<file path="config.mk">
export PLATFORM = sky130hd
export DESIGN_NAME = imm_packer
export DESIGN_NICKNAME = d
export VERILOG_FILES = /design/src/rtl/imm_pkg.sv /design/src/rtl/imm_pack_comb.sv /design/src/rtl/imm_packer.sv
export SDC_FILE = /design/constraint.sdc
export NUM_CORES = 1
export LEC_CHECK = 0
export ABC_CLOCK_PERIOD_IN_PS = 1650
export BUFFER_PORTS_ARGS = -buffer_cell sky130_fd_sc_hd__buf_2
export CAP_MARGIN = 5
export CORE_ASPECT_RATIO = 1.2
export CORE_MARGIN = 4
export CORE_UTILIZATION = 47
export DETAILED_ROUTE_END_ITERATION = 7
export HOLD_SLACK_MARGIN = 0.08
export PLACE_DENSITY = 0.89
export SYNTH_ARGS = -nofsm -noshare
export SYNTH_HDL_FRONTEND = slang
export SYNTH_HIERARCHICAL = 1
export SYNTH_SLANG_ARGS = --single-unit
</file>
<file path="constraint.sdc">
create_clock -name clk -period 1.65 [get_ports clk]
set_input_delay 0.0825 -clock clk [delete_from_list [all_inputs] [get_ports clk]]
set_output_delay 0.0825 -clock clk [all_outputs]
set_load 0.005 [all_outputs]
</file>
<file path="src/rtl/imm_pkg.sv">
// Shared ImmSrc code points and helpers for the immediate encode/decode path.
// Used by SignExtend users, the control decoder and imm_packer.
package imm_pkg;

  localparam logic [1:0] IMM_UJ = 2'b00;
  localparam logic [1:0] IMM_I  = 2'b01;
  localparam logic [1:0] IMM_B  = 2'b10;
  localparam logic [1:0] IMM_S  = 2'b11;

  typedef struct packed {
    logic [31:0] instr;
    logic        err;
  } packWordT;

  // True when v[31:msb] are all equal, i.e. v fits in msb+1 bits as a signed value.
  function automatic logic upperSame(input logic [31:0] v, input int msb);
    logic same;
    same = 1'b1;
    for (int i = 0; i < 32; i++) begin
      if (i >= msb && v[i] != v[msb]) same = 1'b0;
    end
    return same;
  endfunction

endpackage

</file>
<file path="src/rtl/imm_pack_comb.sv">
// Combinational immediate scatter into an instruction word plus range/alignment check.
// Zero latency; no flow control.
module imm_pack_comb
  import imm_pkg::*;
(
  input  logic [31:0] imm,
  input  logic [1:0]  imm_src,
  input  logic [31:0] base,
  output logic [31:0] instr,
  output logic        err
);

  always_comb begin
    instr = base;
    err   = 1'b0;
    unique case (imm_src)
      IMM_UJ: begin
        instr[31:12] = imm[19:0];
        err          = !upperSame(imm, 19);
      end
      IMM_I: begin
        instr[31:20] = imm[11:0];
        err          = !upperSame(imm, 11);
      end
      IMM_B: begin
        // Bit 0 is implied zero in branch offsets, so an odd value cannot round-trip.
        instr[31]    = imm[12];
        instr[7]     = imm[11];
        instr[30:25] = imm[10:5];
        instr[11:8]  = imm[4:1];
        err          = imm[0] || !upperSame(imm, 12);
      end
      IMM_S: begin
        instr[31:25] = imm[11:5];
        instr[11:7]  = imm[4:0];
        err          = !upperSame(imm, 11);
      end
    endcase
  end

endmodule

</file>
<file path="src/rtl/imm_packer.sv">
// Two-stage immediate encoder: input accepted in cycle N is presented in N+2.
// Valid/ready both sides; holds two words under backpressure, then drops in_ready.
module imm_packer
  import imm_pkg::*;
#(
  parameter int CNT_W = 16
) (
  input  logic             clk,
  input  logic             rst_n,
  input  logic             in_valid,
  output logic             in_ready,
  input  logic [31:0]      in_imm,
  input  logic [1:0]       in_imm_src,
  input  logic [31:0]      in_base,
  output logic             out_valid,
  input  logic             out_ready,
  output logic [31:0]      out_instr,
  output logic             out_err,
  input  logic             err_clr,
  output logic [CNT_W-1:0] err_count
);

  logic [31:0]      packInstr;
  logic             packErr;
  packWordT         s1Word;
  packWordT         s2Word;
  logic             s1Valid;
  logic             s2Valid;
  logic             s2Load;
  logic             s1Adv;
  logic             inFire;
  logic [CNT_W-1:0] errCount;

  imm_pack_comb uPack (
    .imm     (in_imm),
    .imm_src (in_imm_src),
    .base    (in_base),
    .instr   (packInstr),
    .err     (packErr)
  );

  assign s2Load   = !s2Valid || out_ready;
  assign s1Adv    = s1Valid && s2Load;
  assign in_ready = !s1Valid || s1Adv;
  assign inFire   = in_valid && in_ready;

  always_ff @(posedge clk or negedge rst_n) begin
    if (!rst_n) begin
      s1Valid <= 1'b0;
      s1Word  <= '0;
    end else if (inFire) begin
      s1Valid      <= 1'b1;
      s1Word.instr <= packInstr;
      s1Word.err   <= packErr;
    end else if (s1Adv) begin
      s1Valid <= 1'b0;
    end
  end

  // Output register only captures new data, so a stalled word holds steady.
  always_ff @(posedge clk or negedge rst_n) begin
    if (!rst_n) begin
      s2Valid <= 1'b0;
      s2Word  <= '0;
    end else if (s2Load) begin
      s2Valid <= s1Valid;
      if (s1Valid) s2Word <= s1Word;
    end
  end

  always_ff @(posedge clk or negedge rst_n) begin
    if (!rst_n) begin
      errCount <= '0;
    end else if (err_clr) begin
      errCount <= '0;
    end else if (s2Valid && out_ready && s2Word.err && !(&errCount)) begin
      errCount <= errCount + {{(CNT_W-1){1'b0}}, 1'b1};
    end
  end

  assign out_valid = s2Valid;
  assign out_instr = s2Word.instr;
  assign out_err   = s2Word.err;
  assign err_count = errCount;

endmodule

</file>
# Word-level counts from Yosys, hierarchy flattened
# Index checks and enable logic that the tools add are counted.
# word_totals
register_bits	84
latchBits	0
mem_bits_rw	0
rom_bits	0
in_bits	71
out_inout_bits	51
wordCells	147
mem_count	0
# classes
n_addsub	1
mul	0
div_mod_pow	0
n_lt_le_gt_ge	0
eq_ne	54
n_shift	0
muxes	64
n_bitwise	0
reduce_logical	21
# op_table
cell	n
two-way mux 1 bit	57
!= test 1 bit	51
two-way mux 16 bit	2
one-hot mux 7 bit (3 select lines)	1
one-hot mux 5 bit (2 select lines)	2
adder 16 x 1 -> 16 bit, second input constant	1
AND reduction 16 bit	1
two-way mux 8 bit	1
zero test 1 bit	7
logical AND 1 bit	5
== test 2 bit, second input constant	2
one-hot mux 1 bit (4 select lines)	1
nonzero test 2 bit	2
logical OR 1 bit	3
== test 2 x 1 -> 1 bit, second input constant	1
zero test 2 bit	1
AND reduction 2 bit	1
OR reduction 2 bit	1

# Logic depth before layout (Yosys ltp)
# Gate-level depths: netlist of the first run.
# logic_depth
word_depth	24
mapped_depth	6
mapped_depth_nobuf	5

# Hierarchy
# Netlist of the first run, hierarchy kept.
# modules_own_cells
module	n_inst	cells_each	area_per_inst_um2	seq_area_each_um2
imm_packer	1	250	3435.8	2102.0
imm_pack_comb	1	83	621.8	0.0

# Worst setup path before layout of the first run
# OpenSTA, ideal clock, no wires.
# synth_path
path_kind	flip-flop to flip-flop
startpoint	register errCount[0] (netlist: err_count[0])
endpoint	register errCount[14] (netlist: err_count[14])
setup_time_ns	0.125
arrival_time_ns	1.757
t_required_ns	1.525
path_slack_ns	-0.232
path_stages_with_launch	6
path_buffers	0
period_less_slack_ns	1.882
cell_sequence	dfrtp_1 -> ha_1 -> nand4_1 -> or4_1 -> nand3_1 -> mux2_2
# synth_via
elab_chain_len	4
elab_cells_between_ends	7
cone_classes	add/sub: 1; mux: 2; reduce/logical: 4
# synth_rtl
item	line_no	rtl
from (decl)	imm_packer.sv:32	logic [CNT_W-1:0] errCount;
from (signal assigned)	imm_packer.sv:77	errCount <= errCount + {{(CNT_W-1){1'b0}}, 1'b1};
branches (longest 4 deep; another with adder 16 x 1 -> 16 bit)	--	
# Parallel ways; which one is timed is not known. The select of a mux whose other input is x is not followed.
# A chain may end at the register's enable or synchronous reset.

# Worst setup path in the final report of the first run
# layout_path
startpoint	register errCount[1] (netlist: err_count[1])
endpoint	register errCount[2] (netlist: err_count[2])
# Same word-level chain as after synthesis.

==> results of run 1 <==
-- kinds of logic (layout without fill, tap and decap cells) --
logic type	Yosys count	count (layout)	synth area share, %
adder cells (fa/ha/maj)	1	1	0.308
buffers and inverters	25	202	3.05
multiplexers	93	93	25.7
AO/OA/AOI/OAI	37	37	5.58
AND/OR/NAND/NOR	93	93	13.6
flip-flops	84	84	51.8
-- placed cells by master (no fill, tap or decap), types with 3 or more instances in the layout --
| master | n |
|---|---|
| mux2_2 | 86 |
| or3_1 | 3 |
| nor2b_1 | 5 |
| nand3_1 | 9 |
| nor3_1 | 3 |
| nand2_1 | 18 |
| o21ai_0 | 7 |
| nor2_1 | 9 |
| nand2b_1 | 4 |
| dfrtp_1 | 83 |
| buf_12 | 3 |
| nand3_2 | 3 |
| o31ai_1 | 6 |
| clkbuf_8 | 10 |
| nor4_1 | 5 |
| or4_4 | 7 |
| inv_1 | 3 |
| nand4_1 | 7 |
| a21oi_1 | 14 |
| mux2i_1 | 5 |
| buf_2 | 113 |
| bufinv_16 | 4 |
| buf_4 | 47 |
| dlygate4sd3_1 | 19 |
| or4_1 | 7 |
-- power breakdown --
part | internal (mW) | total [mW] | switching (mW)
combinational | 0.669 | 1.15 | 0.486
clock | 1.20 | 1.90 | 0.694
sequential | 2.43 | 2.61 | 0.185
-- critical path, stage by stage (launching register included) --
cell and delay [ns]:
dfrtp_1 0.39, ha_2 0.20, nand4_1 0.19, or4_4 0.52
nand3_2 0.11, mux2_4 0.29
-- per-stage QoR --
| stage | area (sq um) | TNS (ns) |
|---|---|---|
| 6_report | 5620 | -1.21 |
| 5_1_grt | 5620 | -2.08 |
| 4_1_cts | 5600 | -1.34 |
| 3_5_place_dp | 5090 | -1.45 |
| 3_3_place_gp | 5090 | -0.278 |
| 2_1_floorplan | 4110 | -0.635 |
-- state kept, by name, indices dropped and copies added, names as in the netlist --
register / count
err_count: 16
out_instr: 32
out_valid: 1
s1Word: 33
s1Valid: 1
out_err: 1
-- layer usage --
metal	vias to the layer above	part of all wire, %
met2	102	53
met5	-	0
li1	1566	-
met3	36	3.5
met1	1676	39
met4	0	4.8
-- what timing repair did --
action / in CTS / in global routing
resized for setup: 12 / 3
gates cloned: 0 / 0
pin swaps: 12 / 2
hold endpoints to repair: 62 / 0
hold buffers: 19 / 0
setup buffers: 3 / 1
endpoints found under the setup margin: 15 / 16
-- final timing paths --
check	from	end	slack, ns
setup / recovery	err_count[1]	err_count[2]	-0.17
hold / removal	in_base[24]	s1Word[25]	0.1
max in group asynchronous	rst_n	s1Word[8]	0.78
setup reg to reg	err_count[1]	err_count[2]	-0.17
min in group asynchronous	rst_n	s1Word[3]	0.29
hold reg to reg	out_instr[21]	out_instr[21]	0.50
-- area by class of cell --
| cell class | instances | area share (%) |
|---|---|---|
| Multi-Input combinational cell | 224 | 34.1 |
| Clock buffer | 12 | 2.58 |
| Inverter | 3 | 0.200 |
| Clock inverter | 4 | 2.14 |
| Tap cell | 114 | 2.54 |
| Timing Repair Buffer | 183 | 21.0 |
| Sequential cell | 84 | 37.4 |
==> qor.yml, run 1 <==
syn_avg_cell_area_sq_um: 12.2
fill_cells: 646
synth_area_leaders: "dfrtp_1, mux2_2, or4_1"
drc: 0
synth_edf_count: 0
clkLatencyLatePin_ns: 0.34
syn_to_final_growth_pct: 38.5
rows: 36
seq_area_sq_mm: 0.00210
coreArea_sq_mm: 0.00829
synthTopCellsByCount: "mux2_2, dfrtp_1, nand2_1"
syn_area_sq_mm: 0.00406
final_core_util_pct: 67.8
portBuffers: 114
cts_max_level: 3
ys_async_sr_fraction_pct: 100
synth_top_area_share_pct: 51.8
grtUsageMet1_pct: 24.2
met3_usage_pct: 3.35
clockBufferDepth: 2
antenna_left: 0
die_area_sq_mm: 0.0102
critical_path.endpoint_type: "register"
synthFlopType: "dfrtp_1"
grt_pass1_wl_um: 16900
status: "finished, violations left"
grt.overflow.total: 0
synth_cells: 333
seq_area_frac_synth_pct: 51.8
worst_slack_ns: -0.171
hold-worst-slack_ns: 0.0966
top_usage_layer: "met2"
rsz0062_at_grt: "true"
synth_cell_types: 34
drive_gt1_share_pct: 57.3
place_inst: 585
met2_usage_pct: 37.0
fin_crit_sh_pct: 110
critPathRequiredTime_ns: 1.88
drv_slew: 0
min_period_ns: 1.82
r2r.worst_path.cells: 5
die_y_um: 110
finalNonFillerCells: 624
antenna_found_initial: 0
relSlewSlack_pct: 58.6
cp_max_fo: 4
crit_type: "register to register"
routed-via-count: 3380
ys_warn_count: 6
p_per_area_mw_per_mm2: 1010
cts-root-buf: "clkbuf_8"
pre_cts_ws_ns: -0.163
drv_cap: 0
place.gp.congestion: 0.883
setup_viol: 15
wl_per_cell_um: 17.0
yosysTopAreaCell: "dfrtp_1"
skew_ns: 0.00718
finalHoldViolCount: 0
viasPerCell: 5.42
multiInputGateArea_sq_mm: 0.00192
synth.most_common_cell: "mux2_2"
ir_drop_mv: 0.633
design_power_total_mw: 5.67
path_clk_slew_ns: 0.08
num_antenna_cells: 0
ios: 122
worstHoldPathCells: 4
hp-class: "input pin to register"
timing.fmax_ghz: 0.549
finalNetCount: 577
first_pass_iters: 4
dp_hpwl_um: 7670
arrival_ns: 2.05
grtUsageTotal_pct: 21.3
die_x_um: 92.8
cts_tree: "built"
grt_pass1_vias: 3573
violations: "negative setup slack"
drt_iter0_drc: 156
cts.sinks: 84
startpoint_type: "register"
wl_um: 10600
grt_max_degree: 48
cts_buffers: 9
synth.ff_latch_count: 84
synth_nets: 405
worst_pin_slew_ns: 0.621
floorplan.initialDensity_pct: 49.0
leakagePower_nw: 2.58
(Power assumes the default switching activity.)
==> inputs of run 2 (changes only) <==
- SETUP_SLACK_MARGIN: unset -> 0.5
==> qor.yml, run 2 (synthesized netlist as in run 1, its figures left out) <==
design_power_total_mw: 6.03  # +6.4%
skew_ns: 0.00863  # +0.00146 ns
finalNonFillerCells: 638  # +2.2%
p_per_area_mw_per_mm2: 949  # -5.8%
drt_iter0_drc: 288  # +85%
place_inst: 582  # -0.51%
grt.overflow.total: 0  # unchanged
die_y_um: 110  # unchanged
hold_start: "in_base[23]"
dp_hpwl_um: 7910  # +3.1%
hold-worst-slack_ns: 0.0862  # -0.0104 ns
cts-root-buf: "clkbuf_8"
ir_drop_mv: 0.625  # -1.4%
pre_cts_ws_ns: -0.135  # +0.0282 ns
timing.fmax_ghz: 0.541  # -1.4%
startpoint_type: "register"
grt_max_degree: 45  # -6.3%
top_usage_layer: "met2"
rrSetupSlack_ns: -0.20  # -0.03 ns
floorplan.initialDensity_pct: 49.0  # unchanged
grtUsageMet1_pct: 29.7  # +5.5 points
cts_buffers: 9  # unchanged
top_register: "s1Word"
worst_pin_slew_ns: 0.407  # -0.214 ns
met3_usage_pct: 4.04  # +0.68 points
finalHoldViolCount: 0  # unchanged
critPathRequiredTime_ns: 1.91  # +0.03 ns
drc: 0  # unchanged
crit_type: "register to register"
worstHoldPathCells: 4  # unchanged
max_stage_delay_ns: 0.42  # -0.10 ns
rsz0062_at_grt: "true"
drv_cap: 0  # unchanged
portBuffers: 114  # unchanged
fin_crit_sh_pct: 112  # +1.6 points
cts_tree: "built"
hold_path_end: "s1Word[24]"
worstReg2RegEnd: "err_count[7]"
path_delay_family: "buffers and inverters"
drive_gt1_share_pct: 62.2  # +5.0 points
relSlewSlack_pct: 72.8  # +14 points
die_area_sq_mm: 0.0102  # unchanged
slowest_stage: "dfrtp_1"
drv_slew: 0  # unchanged
clkLatencyLatePin_ns: 0.35  # about the same
syn_to_final_growth_pct: 56.6
viasPerCell: 5.61  # +3.5%
critical_path_buf_inv_count: 4  # +4
final_common_cell: "buf_2"
coreArea_sq_mm: 0.00829  # unchanged
critical_path.endpoint_type: "register"
antenna_left: 0  # unchanged
worstPathCellList: "buf_6 -> nand4_1 -> buf_4 -> nor4_4 -> buf_4 -> buf_4 -> o21ai_1 -> a21oi_1"
num_antenna_cells: 0  # unchanged
largest_reg_flops: 33  # unchanged
grt_pass1_wl_um: 19800  # +17%
cp_common_cell: "buf_4"
die_x_um: 92.8  # unchanged
finalNetCount: 591  # +2.4%
path_clk_slew_ns: 0.09  # about the same
wl_um: 13500  # +27%
ios: 122  # unchanged
leakagePower_nw: 3.07  # +19%
mostFrequentLayoutCells: "buf_2, dfrtp_1, mux2_4"
setup_viol: 16  # +1
violations: "negative setup slack"
grt_pass1_vias: 3842  # +7.5%
r2r.worst_path.cells: 8  # +3
hp-class: "input pin to register"
worst_slack_ns: -0.197  # -0.0259 ns
cp_max_fo: 5  # +1
min_period_ns: 1.85  # +0.0259 ns
rows: 36  # unchanged
r2r_start: "err_count[4]"
arrival_ns: 2.10  # +0.05 ns
met2_usage_pct: 45.8  # +8.7 points
grtUsageTotal_pct: 25.4  # +4.1 points
place.gp.congestion: 0.912  # +3.3%
status: "finished, violations left"
cts_max_level: 3  # unchanged
routed-via-count: 3577  # +5.8%
clockBufferDepth: 2  # unchanged
antenna_found_initial: 0  # unchanged
first_pass_iters: 4  # unchanged
wl_per_cell_um: 21.1  # +24%
cts.sinks: 84  # unchanged
-- run 2: changes by cell type in the layout (fill, tap and decap cells not counted), sizes merged --
cell,before,now
buf,164,187
dlygate4sd3,19,10
inv,3,4
clkinvlp,0,2
clkbuf,12,11
bufinv,4,2
-- run 2: metal layers --
layer | vias to the layer above | wire length (um)
met2 | 142 | 7260
met5 | - | 0
li1 | 1602 | -
met1 | 1792 | 5270
met3 | 41 | 481
met4 | 0 | 449
-- run 2: worst max path at each step --
stage	slack [ns]	cells after the start	from	to
2_1_floorplan	-0.12	5	err_count[3]	err_count[13]
3_3_place_gp	-0.08	6	in_imm[20]	s1Word[0]
3_5_place_dp	-0.14	6	in_imm[20]	s1Word[0]
4_1_cts	-0.10	7	err_count[1]	err_count[9]
5_1_grt	-0.29	8	err_count[0]	err_count[7]
6_report	-0.20	8	err_count[4]	err_count[7]
-- run 2: power breakdown --
| part | leakage [nW] | switching, mW | internal (mW) |
|---|---|---|---|
| registers | 1.01 | 0.248 | 2.43 |
| logic | 1.95 | 0.606 | 1.06 |
| clock network | 0.106 | 0.786 | 0.901 |
| total | 3.07 | 1.64 | 4.39 |
-- run 2: stage by stage --
| step | TNS, ns | cell area [sq um] | util, % |
|---|---|---|---|
| after global routing | -3.09 | 6350 | 76.7 |
| after floorplan | -0.633 | 4420 | - |
| after CTS | -0.691 | 6220 | 75.1 |
| final | -1.91 | 6350 | 76.7 |
| after global placement | -0.301 | 5320 | 64.1 |
| after detailed placement | -0.946 | 5320 | 64.1 |
-- run 2: tightest hold or removal path, stage by stage --
cell,delay (ns)
buf_2,0.09
nand2_1,0.04
o21ai_0,0.06
mux2_4,0.14
-- run 2: repair_timing --
action	in CTS	in global routing
gates cloned	8	0
hold buffers	10	0
setup buffers	20	2
pin swaps	17	9
hold endpoints to repair	93	0
setup endpoints to repair	84	93
gates resized for setup	42	25
-- run 2: layout make-up --
| class | instances | area, sq um |
|---|---|---|
| multi-input cells | 224 | 2260 |
| flip-flops and latches | 84 | 2100 |
| fillers | 515 | 1930 |
| repair buffers | 197 | 1610 |
| well taps | 114 | 143 |
| clock buffers | 11 | 141 |
| clock inverters | 5 | 83.8 |
| inverters | 3 | 11.3 |
